**src/rtl/uart_pkg.sv**
```systemverilog
// Shared constants for the UART transmit arbiter: state encoding, default
// sizing and the byte width used on every data path.
package uart_pkg;

    localparam int BYTE_W             = 8;
    localparam int DEF_NUM_REQ        = 4;
    localparam int DEF_TIMEOUT_CYCLES = 16;

    // Arbiter state encoding (2-bit, kept as plain constants for legacy tools)
    localparam logic [1:0] ST_IDLE       = 2'd0;
    localparam logic [1:0] ST_WAIT_START = 2'd1;
    localparam logic [1:0] ST_WAIT_DONE  = 2'd2;

endpackage

```
**src/rtl/uart_tx_arbiter_rr_pick.sv**
```systemverilog
// Combinational round-robin picker: scans the request vector starting one
// past the last granted index, wrapping from NUM_REQ-1 back to 0.
module rr_pick
    import uart_pkg::*;
#(
    parameter int NUM_REQ = DEF_NUM_REQ,
    parameter int IDX_W   = $clog2(NUM_REQ)
) (
    input  logic [NUM_REQ-1:0] req,
    input  logic [IDX_W-1:0]   ptr,
    output logic [IDX_W-1:0]   grant,
    output logic               any_req
);

    int               cand;
    logic [IDX_W-1:0] cand_idx;

    // First requester found after the pointer wins; the pointer itself is checked last
    always_comb begin
        // NOTE: every output gets a default before the loop so no latch is inferred.
        grant    = '0;
        any_req  = 1'b0;
        cand     = 0;
        cand_idx = '0;
        for (int i = 1; i <= NUM_REQ; i++) begin
            cand     = (int'(ptr) + i) % NUM_REQ;
            cand_idx = IDX_W'(cand);
            if (!any_req && req[cand_idx]) begin
                any_req = 1'b1;
                grant   = cand_idx;
            end
        end
    end

endmodule

```
**src/rtl/uart_tx_arbiter.sv**
```systemverilog
// Round-robin arbiter handing a single UART transmitter to NUM_REQ byte
// requesters. Optional start-acknowledge watchdog enabled by defining
// UART_TX_ARB_TIMEOUT_EN; without it WAIT_START waits indefinitely and
// Timeout_Err is tied low.
module uart_tx_arbiter
    import uart_pkg::*;
#(
    parameter int NUM_REQ        = DEF_NUM_REQ,
    parameter int TIMEOUT_CYCLES = DEF_TIMEOUT_CYCLES
) (
    input  logic                       Clock,
    input  logic                       Reset,
    input  logic [NUM_REQ-1:0]         Req_Valid,
    input  logic [BYTE_W*NUM_REQ-1:0]  Req_Data,
    output logic [NUM_REQ-1:0]         Req_Ready,
    output logic                       TX_Send,
    output logic [BYTE_W-1:0]          TX_Byte,
    input  logic                       TX_Active,
    output logic [$clog2(NUM_REQ)-1:0] Grant_Id,
    output logic                       Busy,
    output logic                       Tx_Done,
    output logic                       Timeout_Err
);

    localparam int IDX_W = $clog2(NUM_REQ);

    // Reject configurations the arbiter is not built for at elaboration time
    if (NUM_REQ < 2 || NUM_REQ > 8 || TIMEOUT_CYCLES < 1) begin : g_bad_cfg
        $error("uart_tx_arbiter: NUM_REQ must be 2..8 and TIMEOUT_CYCLES >= 1");
    end

    logic [1:0]       state;
    logic [IDX_W-1:0] rr_ptr;
    logic [IDX_W-1:0] pick_idx;
    logic             pick_any;

`ifdef UART_TX_ARB_TIMEOUT_EN
    localparam int CNT_W = $clog2(TIMEOUT_CYCLES + 1);
    logic [CNT_W-1:0] wait_cnt;
`endif

    rr_pick #(
        .NUM_REQ (NUM_REQ),
        .IDX_W   (IDX_W)
    ) u_rr_pick (
        .req     (Req_Valid),
        .ptr     (rr_ptr),
        .grant   (pick_idx),
        .any_req (pick_any)
    );

    assign Busy = (state != ST_IDLE);

    // Arbiter FSM: grant in IDLE, wait for the transmitter to start, then to finish
    always_ff @(posedge Clock) begin
        if (Reset) begin
            // NOTE: sequential state uses non-blocking assignments so every register sees pre-edge values.
            state     <= ST_IDLE;
            rr_ptr    <= IDX_W'(NUM_REQ - 1);
            TX_Send   <= 1'b0;
            Req_Ready <= '0;
            TX_Byte   <= '0;
            Grant_Id  <= '0;
            Tx_Done   <= 1'b0;
`ifdef UART_TX_ARB_TIMEOUT_EN
            Timeout_Err <= 1'b0;
            wait_cnt    <= '0;
`endif
        end else begin
            // Strobes are single-cycle: low unless re-asserted below
            TX_Send   <= 1'b0;
            Req_Ready <= '0;
            Tx_Done   <= 1'b0;
`ifdef UART_TX_ARB_TIMEOUT_EN
            Timeout_Err <= 1'b0;
`endif
            case (state)
                ST_IDLE: begin
                    // A busy transmitter (e.g. mid-frame across our reset) blocks any grant
                    if (!TX_Active && pick_any) begin
                        TX_Byte   <= Req_Data[BYTE_W*pick_idx +: BYTE_W];
                        TX_Send   <= 1'b1;
                        Req_Ready <= NUM_REQ'(1) << pick_idx;
                        Grant_Id  <= pick_idx;
                        rr_ptr    <= pick_idx;
                        state     <= ST_WAIT_START;
`ifdef UART_TX_ARB_TIMEOUT_EN
                        wait_cnt  <= '0;
`endif
                    end
                end
                ST_WAIT_START: begin
                    if (TX_Active) begin
                        state <= ST_WAIT_DONE;
                    end
`ifdef UART_TX_ARB_TIMEOUT_EN
                    else if (wait_cnt == CNT_W'(TIMEOUT_CYCLES - 1)) begin
                        // Byte is dropped; the pointer keeps the failed grant
                        state       <= ST_IDLE;
                        Timeout_Err <= 1'b1;
                    end else begin
                        wait_cnt <= wait_cnt + 1'b1;
                    end
`endif
                end
                ST_WAIT_DONE: begin
                    if (!TX_Active) begin
                        state   <= ST_IDLE;
                        Tx_Done <= 1'b1;
                    end
                end
                default: state <= ST_IDLE;
            endcase
        end
    end

`ifndef UART_TX_ARB_TIMEOUT_EN
    assign Timeout_Err = 1'b0;
`endif

endmodule
```
**config.mk**
```make
export PLATFORM = sky130hd
export DESIGN_NAME = uart_tx_arbiter
export DESIGN_NICKNAME = d
export VERILOG_FILES = /design/src/rtl/uart_pkg.sv /design/src/rtl/uart_tx_arbiter_rr_pick.sv /design/src/rtl/uart_tx_arbiter.sv
export SDC_FILE = /design/constraint.sdc
export NUM_CORES = 1
export LEC_CHECK = 0
export BUFFER_PORTS_ARGS = -buffer_cell sky130_fd_sc_hd__buf_2
export CAP_MARGIN = 15
export CORE_MARGIN = 5
export CORE_UTILIZATION = 45
export CTS_BUF_LIST = sky130_fd_sc_hd__clkbuf_8
export DETAILED_ROUTE_END_ITERATION = 7
export PLACE_DENSITY = 0.78
export SETUP_SLACK_MARGIN = 0.02
export SYNTH_ARGS = -nofsm -noshare
export SYNTH_HDL_FRONTEND = slang
export SYNTH_SLANG_ARGS = --single-unit
export TNS_END_PERCENT = 50
```
**constraint.sdc**
```tcl
create_clock -name Clock -period 2 [get_ports Clock]
set_input_delay 0.5 -clock Clock [delete_from_list [all_inputs] [get_ports Clock]]
set_output_delay 0.5 -clock Clock [all_outputs]
set_load 0.01 [all_outputs]
```
; Word level (Yosys, flattened, before mapping)
; Index checks and enable logic that the tools add are counted.
[op_classes]
n_lt_le_gt_ge = 4
mux = 22
n_bitwise = 3
n_addsub = 4
reduce_logical = 15
n_eq_ne = 5
shift = 2
[ops]
columns = op, n
row1 = 32-bit by 6-bit variable part select with 8-bit output, 1
row2 = 2-bit two-way mux, 7
row3 = "2-bit by 3-bit < comparator with 1-bit output, second input constant", 4
row4 = 1-bit two-way mux, 10
row5 = 1-bit binary-select mux with 2-bit select, 4
row6 = "2-bit != test, second input constant", 3
row7 = 2-bit one-hot mux with 3 select lines, 1
row8 = "2-bit by 1-bit adder with 2-bit output, second input constant", 2
row9 = "2-bit adder, second input constant", 2
row10 = 1-bit logical AND, 4
row11 = 1-bit logical NOT, 4
row12 = 2-bit OR reduction, 2
row13 = "1-bit by 2-bit left shift with 4-bit output, first input constant", 1
row14 = 1-bit NOT, 3
row15 = 3-bit AND reduction, 1
row16 = 3-bit OR reduction, 1
row17 = "2-bit by 1-bit == test with 1-bit output, second input constant", 1
row18 = "2-bit == test, second input constant", 1
row19 = 2-bit logical NOT, 1
row20 = 2-bit AND reduction, 1
row21 = 2-bit nonzero test, 1
[totals]
word_cells = 62
in_bits = 39
reg_bits = 20
out_inout_bits = 18

; Depth between registers and ports, before layout
; Gate-level depths: netlist of the first run.
[logic_depth]
word_depth = 16
depth_mapped = 7
mapped_depth_nobuf = 5

; Cells and area by module
; From an unflattened synthesis of the first run, not the netlist that was laid out.
[hier_totals]
cells_unflattened = 97
hier_area_um2 = 988.4
[by_module_without_submodules]
columns = module, instances, cells_each, area_each_um2, seq_area_each_um2
row1 = uart_tx_arbiter, 1, 83, 897.1, 400.4
row2 = rr_pick, 1, 14, 91.3, 0.0

; Least setup slack after synthesis of the first run
; Ideal clock, no wire load.
[synth_path]
kind = input to register
from = in Req_Valid[1]
to = reg TX_Byte[0]
path_buffers = 2
stages = 6
setup_ns = 0.135
arrival_time_ns = 1.573
slack_ns = 0.292
cell_sequence = o21ai_1 and3_1 buf_2 buf_6 mux2i_1 o221ai_1
[synth_between]
elab_chain_cells = 14
word_cells_on_any_way = 25
[synth_lines]
columns = element, line
row1 = start: declaration, uart_tx_arbiter.sv:13  ; input logic [NUM_REQ-1:0] Req_Valid,
row2 = branches (longest 14 deep; another with 1-bit binary-select mux with 2-bit select), n/a
row3 = end signal: assignment, uart_tx_arbiter.sv:81  ; TX_Byte <= Req_Data[BYTE_W*pick_idx +: BYTE_W];
row4 = end: declaration, uart_tx_arbiter.sv:17  ; output logic [BYTE_W-1:0] TX_Byte,
; Parallel ways; which one is timed is not known. The select of a mux whose other input is x is not followed.
; A chain may end at the register's enable or synchronous reset.

; Worst setup path in the final report of the first run
[layout_path]
from = reg state[1]
to = reg TX_Byte[0]
[layout_between]
elab_chain_cells = 2
[layout_lines]
columns = element, line
row1 = start: declaration, uart_tx_arbiter.sv:32  ; logic [1:0] state;
row2 = start signal: assignment, uart_tx_arbiter.sv:58  ; state <= ST_IDLE;
row3 = start signal: assignment, uart_tx_arbiter.sv:86  ; state <= ST_WAIT_START;
row4 = start signal: assignment, uart_tx_arbiter.sv:94  ; state <= ST_WAIT_DONE;
row5 = 2-bit logical NOT, uart_tx_arbiter.sv:77  ; case (state)
row6 = 2-bit AND reduction (no source line), n/a
; Every way passes these cells.

==> metrics.md, run 1 <==
| Metric | Value |
|---|---|
| First-pass GRT wire length | 4260 um |
| CTS resizes | 0 |
| Highest net fanout along the worst path | 11 |
| Initial antenna violation count | 0 |
| F_max | 0.584 GHz |
| Synth top area cells | dfxtp_1, mux2i_1, o221ai_1 |
| Die Span X | 57.4 um |
| Int Power | 691 uW |
| Via density | 5.36 |
| Cell accounting for the most synthesized area | dfxtp_1 |
| Met3 usage | 2.49% |
| Share of power burned in registers | 46.7% |
| Drt drc | 0 |
| RSZ-0062 raised after global routing | false |
| Final Hold Viols | 0 |
| Crit share post-route | 85.7% |
| CTS Root Buffer Type | clkbuf_8 |
| Post-CTS Setup Inserts | 0 |
| Syn Inst Count | 109 |
| Met2 usage | 29.5% |
| LEAKAGE | 0.000677 uW |
| Routed vias | 1019 |
| Distinct cells, synth | 37 |
| Post-Syn Nets | 148 |
| Kind of critical path | register to register |
| Most common flop cell mapped by yosys | dfxtp_1 |
| CTS tree | done |
| Pwr dens | 713 mW/mm2 |
| Hold Path Depth | 2 |
| Crit. End Element | register |
| Post-synth EDFFs | 0 |
| Layer carrying the most global-route usage | met2 |
| Ys async rst share | 0% |
| Synth Register Bits | 20 |
| Startpoint types | register |
| Wire length per cell | 13.7 um |
| CTS hold repair buffers | 0 |
| Vias in the first global route | 996 |
| Top cell type's share of synthesized area | 39.6% |
| Nets | 203 |
| WP data required | 2.17 ns |
| Die Ht | 57.4 um |
| Met1 usage | 17.7% |
| Critical R2R Launch | state[1]$_SDFFE_PP0P_ |
| Full die area | 0.00329 mm2 |
| Maximum root-to-sink buffer count | 2 |
| Area Overhead vs Synth | 33.4% |
| GRT Resource Usage Total | 15.8% |
| Max rail drop VDD | 0.000349 V |
| Final Setup Violations | 0 |
| Setup_tns | 0 ns |
| ANT cells | 0 |
| Initial DRC Count | 21 |
| Sw frac | 28.1% |
| Worst reg2reg setup slack | 0.29 ns |
| Skew final | 0.00113 ns |
| Gpl congestion | 0.807 |
| Core area | 0.00217 mm2 |
| I/O pin count | 57 |
| Layout cells sized above 1 | 38.3% |
| Largest net degree at the start of global routing | 17 |
| Grt total ovfl | 0 |
| Final antenna-violating net count | 0 |
| R2r endpoint | TX_Byte[0]$_SDFFE_PP0P_ |
| Port Buf Inserts | 55 |
| Drt pass-1 iters | 5 |
| CTS clk-pin slew, worst paths | 0.07 ns |
| Worst skew pair latency | 0.25 ns |
| Worst R2R Path Depth | 4 |
| Min Hold Slack | 0.450 ns |
| Crit path time final | 1.71 ns |
| Max Cap Viol | 0 |
| Initial core utilization | 46.6% |
| H-tree levels | 1 |
| CP arrival | 1.88 ns |
| Total Power | 961 uW |
| Hold Path Sink | Grant_Id[1]$_SDFFE_PP0P_ |
| Combinational power share | 26.3% |
| Yosys warnings | 0 |
| Total CTS buffers | 3 |
| Sw Pwr | 270 uW |
| Routed WL | 2600 um |
| Hold Path Origin | Grant_Id[1]$_SDFFE_PP0P_ |
| Avg Inst Size Synth | 9.27 um2 |
| Register area share after synthesis | 39.6% |
| FP Rows | 17 |
| Synth Cell Area | 0.00101 mm2 |
| Outcome | finished, final reports clean |
| Hold crit path type | register to register |
| Part of the power in the clock network | 27.0% |
| Final Slew Violations | 0 |
| CTS Sinks | 20 |
| DP HPWL | 2100 um |
[worst max-delay path: stages (launching register included)]
cell and delay [ns]:
dfxtp_1 0.34, or2_4 0.27, nor4_2 0.38, nand2_1 0.35, o221ai_1 0.29
[per-stage QoR]
step	util (%)	cell area, um2	std cells	setup slack, ns
after floorplan	-	1010	109	0.292
after global placement	60.3	1310	187	0.142
after detailed placement	60.3	1310	187	0.0956
after CTS	62.2	1350	190	0.280
after global routing	62.2	1350	190	0.0954
final	62.2	1350	190	0.286
[worst max path at each step]
stage	depth (start not counted)	slack [ns]	startpoint	end
floorplan	6	0.29	Req_Valid[1]	TX_Byte[0]$_SDFFE_PP0P_
global route	4	0.1	state[1]$_SDFFE_PP0P_	TX_Byte[7]$_SDFFE_PP0P_
detailed placement	6	0.1	Req_Valid[1]	TX_Byte[3]$_SDFFE_PP0P_
global placement	6	0.14	Req_Valid[1]	TX_Byte[0]$_SDFFE_PP0P_
finish	4	0.29	state[1]$_SDFFE_PP0P_	TX_Byte[0]$_SDFFE_PP0P_
CTS	4	0.28	state[1]$_SDFFE_PP0P_	TX_Byte[0]$_SDFFE_PP0P_
[synthesized netlist by cell type, types with 2 or more instances]
cell type,number
o211ai_1,3
and4_1,2
a31oi_1,2
o221ai_1,6
clkbuf_1,2
nand3_1,2
buf_2,3
a21o_1,2
nand2_1,8
dfxtp_1,20
o21ai_0,2
mux2i_1,14
inv_1,4
nor2_1,7
nand2b_1,5
nand3b_1,6
[power by group through the flow]
stage	sequential (uW)	combinational [uW]	clock, uW
final	449	253	259
after global placement	457	246	0
after floorplan	468	146	0
after global routing	453	279	266
after detailed placement	457	254	0
after CTS	449	255	262
[metal layers]
layer  vias up  share of wire (%)
met5         -                  0
li1        508                  -
met1       474                 39
met4         0                1.5
met3         4                7.0
met2        33                 52
[state kept, by name (all words and copies together) (netlist names)]
name       cells
state          2
Tx_Done        1
Grant_Id       2
rr_ptr         2
Req_Ready      4
TX_Send        1
TX_Byte        8
[cell families (layout without fill, tap and decap cells)]
kind of cell    count (synthesis)  in the layout  synth area share, %
compound gates                 23             23                 17.2
xor+xnor                        1              1                0.866
buf+inv                        11             64                 5.57
flops                          20             20                 39.6
mux                            14             14                 13.9
other cells                     1              1                0.371
simple gates                   39             39                 22.5
[layout make-up]
type	count	area, um2
clock buffers	3	41.3
multi-input cells	78	554
fillers	206	821
repair buffers	57	303
inverters	4	15.0
flip-flops and latches	20	400
well taps	28	35.0
[cells in the final DEF (no fill, tap or decap), drive strengths merged, types with 3 or more instances in the layout]
cell	instances
buf	57
dfxtp	20
mux2i	14
nand2	8
nor2	7
nand3b	6
o221ai	6
nand2b	5
inv	4
o211ai	3
clkbuf	3
o21ai	3
Note: power is estimated with default switching activity, not from simulation.
==> run 2: changes to the inputs <==
RECOVER_POWER = 50   (was unset)
SLEW_MARGIN = 15   (was unset)
==> run 2 against run 1 <==
Net effect: cell area down 1.6%; critical path type unchanged; critical path depth unchanged; via count about the same; clock power about the same; highest routed layer unchanged; clock skew about the same; final cell count unchanged; largest power group unchanged.
==> metrics.md, run 2 (synthesized netlist as in run 1, its figures left out) <==
| Metric | Value |
|---|---|
| Initial core utilization | 46.6% |
| Initial antenna violation count | 0 |
| Total CTS buffers | 3 |
| Routed vias | 1020 |
| Largest net degree at the start of global routing | 17 |
| Initial DRC Count | 18 |
| Worst R2R Path Depth | 4 |
| Final Slew Violations | 0 |
| First-pass GRT wire length | 4260 um |
| WP data required | 2.17 ns |
| Gpl congestion | 0.807 |
| Routed WL | 2600 um |
| Number of flip-flops in the largest register | 8 |
| Startpoint types | register |
| Worst Setup SP | state[1]$_SDFFE_PP0P_ |
| ANT cells | 0 |
| Max rail drop VDD | 0.000344 V |
| Crit. End Element | register |
| Worst skew pair latency | 0.25 ns |
| Largest regs | TX_Byte (8), Req_Ready (4) |
| Skew final | 0.00128 ns |
| Drt drc | 0 |
| CTS resizes | 0 |
| F_max | 0.583 GHz |
| CP endpoint | TX_Byte[0]$_SDFFE_PP0P_ |
| Core area | 0.00217 mm2 |
| Full die area | 0.00329 mm2 |
| Maximum root-to-sink buffer count | 2 |
| R2r endpoint | TX_Byte[0]$_SDFFE_PP0P_ |
| DP HPWL | 2100 um |
| Pwr dens | 720 mW/mm2 |
| Worst setup margin | 0.286 ns |
| Worst reg2reg setup slack | 0.29 ns |
| CP arrival | 1.88 ns |
| Critical R2R Launch | state[1]$_SDFFE_PP0P_ |
| CTS Sinks | 20 |
| Outcome | finished, final reports clean |
| Via density | 5.37 |
| Place WS | 0.0956 ns |
| Fillers | 216 |
| Wire length per cell | 13.7 um |
| CTS hold repair buffers | 0 |
| Die Ht | 57.4 um |
| Final Setup Violations | 0 |
| RSZ-0062 raised after global routing | false |
| Commonest non-fill, non-tap cell in the layout | buf_2 |
| Hold crit path type | register to register |
| Die Span X | 57.4 um |
| CTS tree | done |
| Hold Path Depth | 2 |
| Setup_tns | 0 ns |
| Crit share post-route | 85.7% |
| Highest net fanout along the worst path | 11 |
| Commonest non-fill, non-tap cells in the layout | buf_2, dfxtp_1, clkbuf_1 |
| H-tree levels | 1 |
| Drt pass-1 iters | 4 |
| LEAKAGE | 0.000610 uW |
| Port Buf Inserts | 55 |
| Final antenna-violating net count | 0 |
| Vias in the first global route | 996 |
| Area Overhead vs Synth | 31.3% |
| Grt total ovfl | 0 |
| Nets | 203 |
| FP Rows | 17 |
| GRT Resource Usage Total | 15.8% |
| Kind of critical path | register to register |
| Crit path time final | 1.71 ns |
| Max Cap Viol | 0 |
| I/O pin count | 57 |
| Biggest register | TX_Byte |
| CTS clk-pin slew, worst paths | 0.07 ns |
| Layout cells sized above 1 | 27.8% |
| CTS Root Buffer Type | clkbuf_8 |
| Post-CTS Setup Inserts | 0 |
| Final Hold Viols | 0 |
[run 2: final cells by class]
class	instances	area (um2)	area share, %
inverters	4	15.0	1.13
clock buffers	3	41.3	3.11
repair buffers	57	282	21.2
multi-input cells	78	554	41.8
flip-flops and latches	20	400	30.2
well taps	28	35.0	2.64
[run 2: worst max-delay path: stages (launching register included)]
cell	delay (ns)
dfxtp_1	0.34
or2_4	0.28
nor4_2	0.38
nand2_1	0.34
o221ai_1	0.29
[run 2: how the worst min path moves through the flow]
stage / slack [ns] / from / end
after floorplan: 0.46 / state[1]$_SDFFE_PP0P_ / state[0]$_SDFFE_PP0P_
after global placement: 0.43 / Grant_Id[1]$_SDFFE_PP0P_ / Grant_Id[1]$_SDFFE_PP0P_
after detailed placement: 0.44 / Grant_Id[1]$_SDFFE_PP0P_ / Grant_Id[1]$_SDFFE_PP0P_
after CTS: 0.45 / Grant_Id[1]$_SDFFE_PP0P_ / Grant_Id[1]$_SDFFE_PP0P_
after global routing: 0.48 / Grant_Id[1]$_SDFFE_PP0P_ / Grant_Id[1]$_SDFFE_PP0P_
final: 0.45 / Grant_Id[1]$_SDFFE_PP0P_ / Grant_Id[1]$_SDFFE_PP0P_
[run 2: power by group]
part           switching [uW]  internal, uW
clock                     126           134
combinational             126           120
sequential               19.1           431
total                     271           684
[run 2: stage by stage]
step / utilization [%] / cells / hold slack [ns] / total power [uW] / cell area [um2]
finish: 61.2 / 190 / 0.451 / 955 / 1330
global route: 61.2 / 190 / 0.477 / 993 / 1330
CTS: 62.2 / 190 / 0.453 / 965 / 1350
detailed placement: 60.3 / 187 / 0.444 / 712 / 1310
global placement: 60.3 / 187 / 0.433 / 704 / 1310
floorplan: - / 109 / 0.462 / 614 / 1010
[run 2: layer usage]
| metal | global-route usage [%] | wire (um) | up-vias |
|---|---|---|---|
| met2 | 29.5 | 1360 | 35 |
| li1 | - | - | 509 |
| met1 | 17.7 | 1020 | 472 |
| met3 | 2.49 | 183 | 4 |
| met4 | 5.96 | 39 | 0 |
| met5 | 0 | 0 | - |
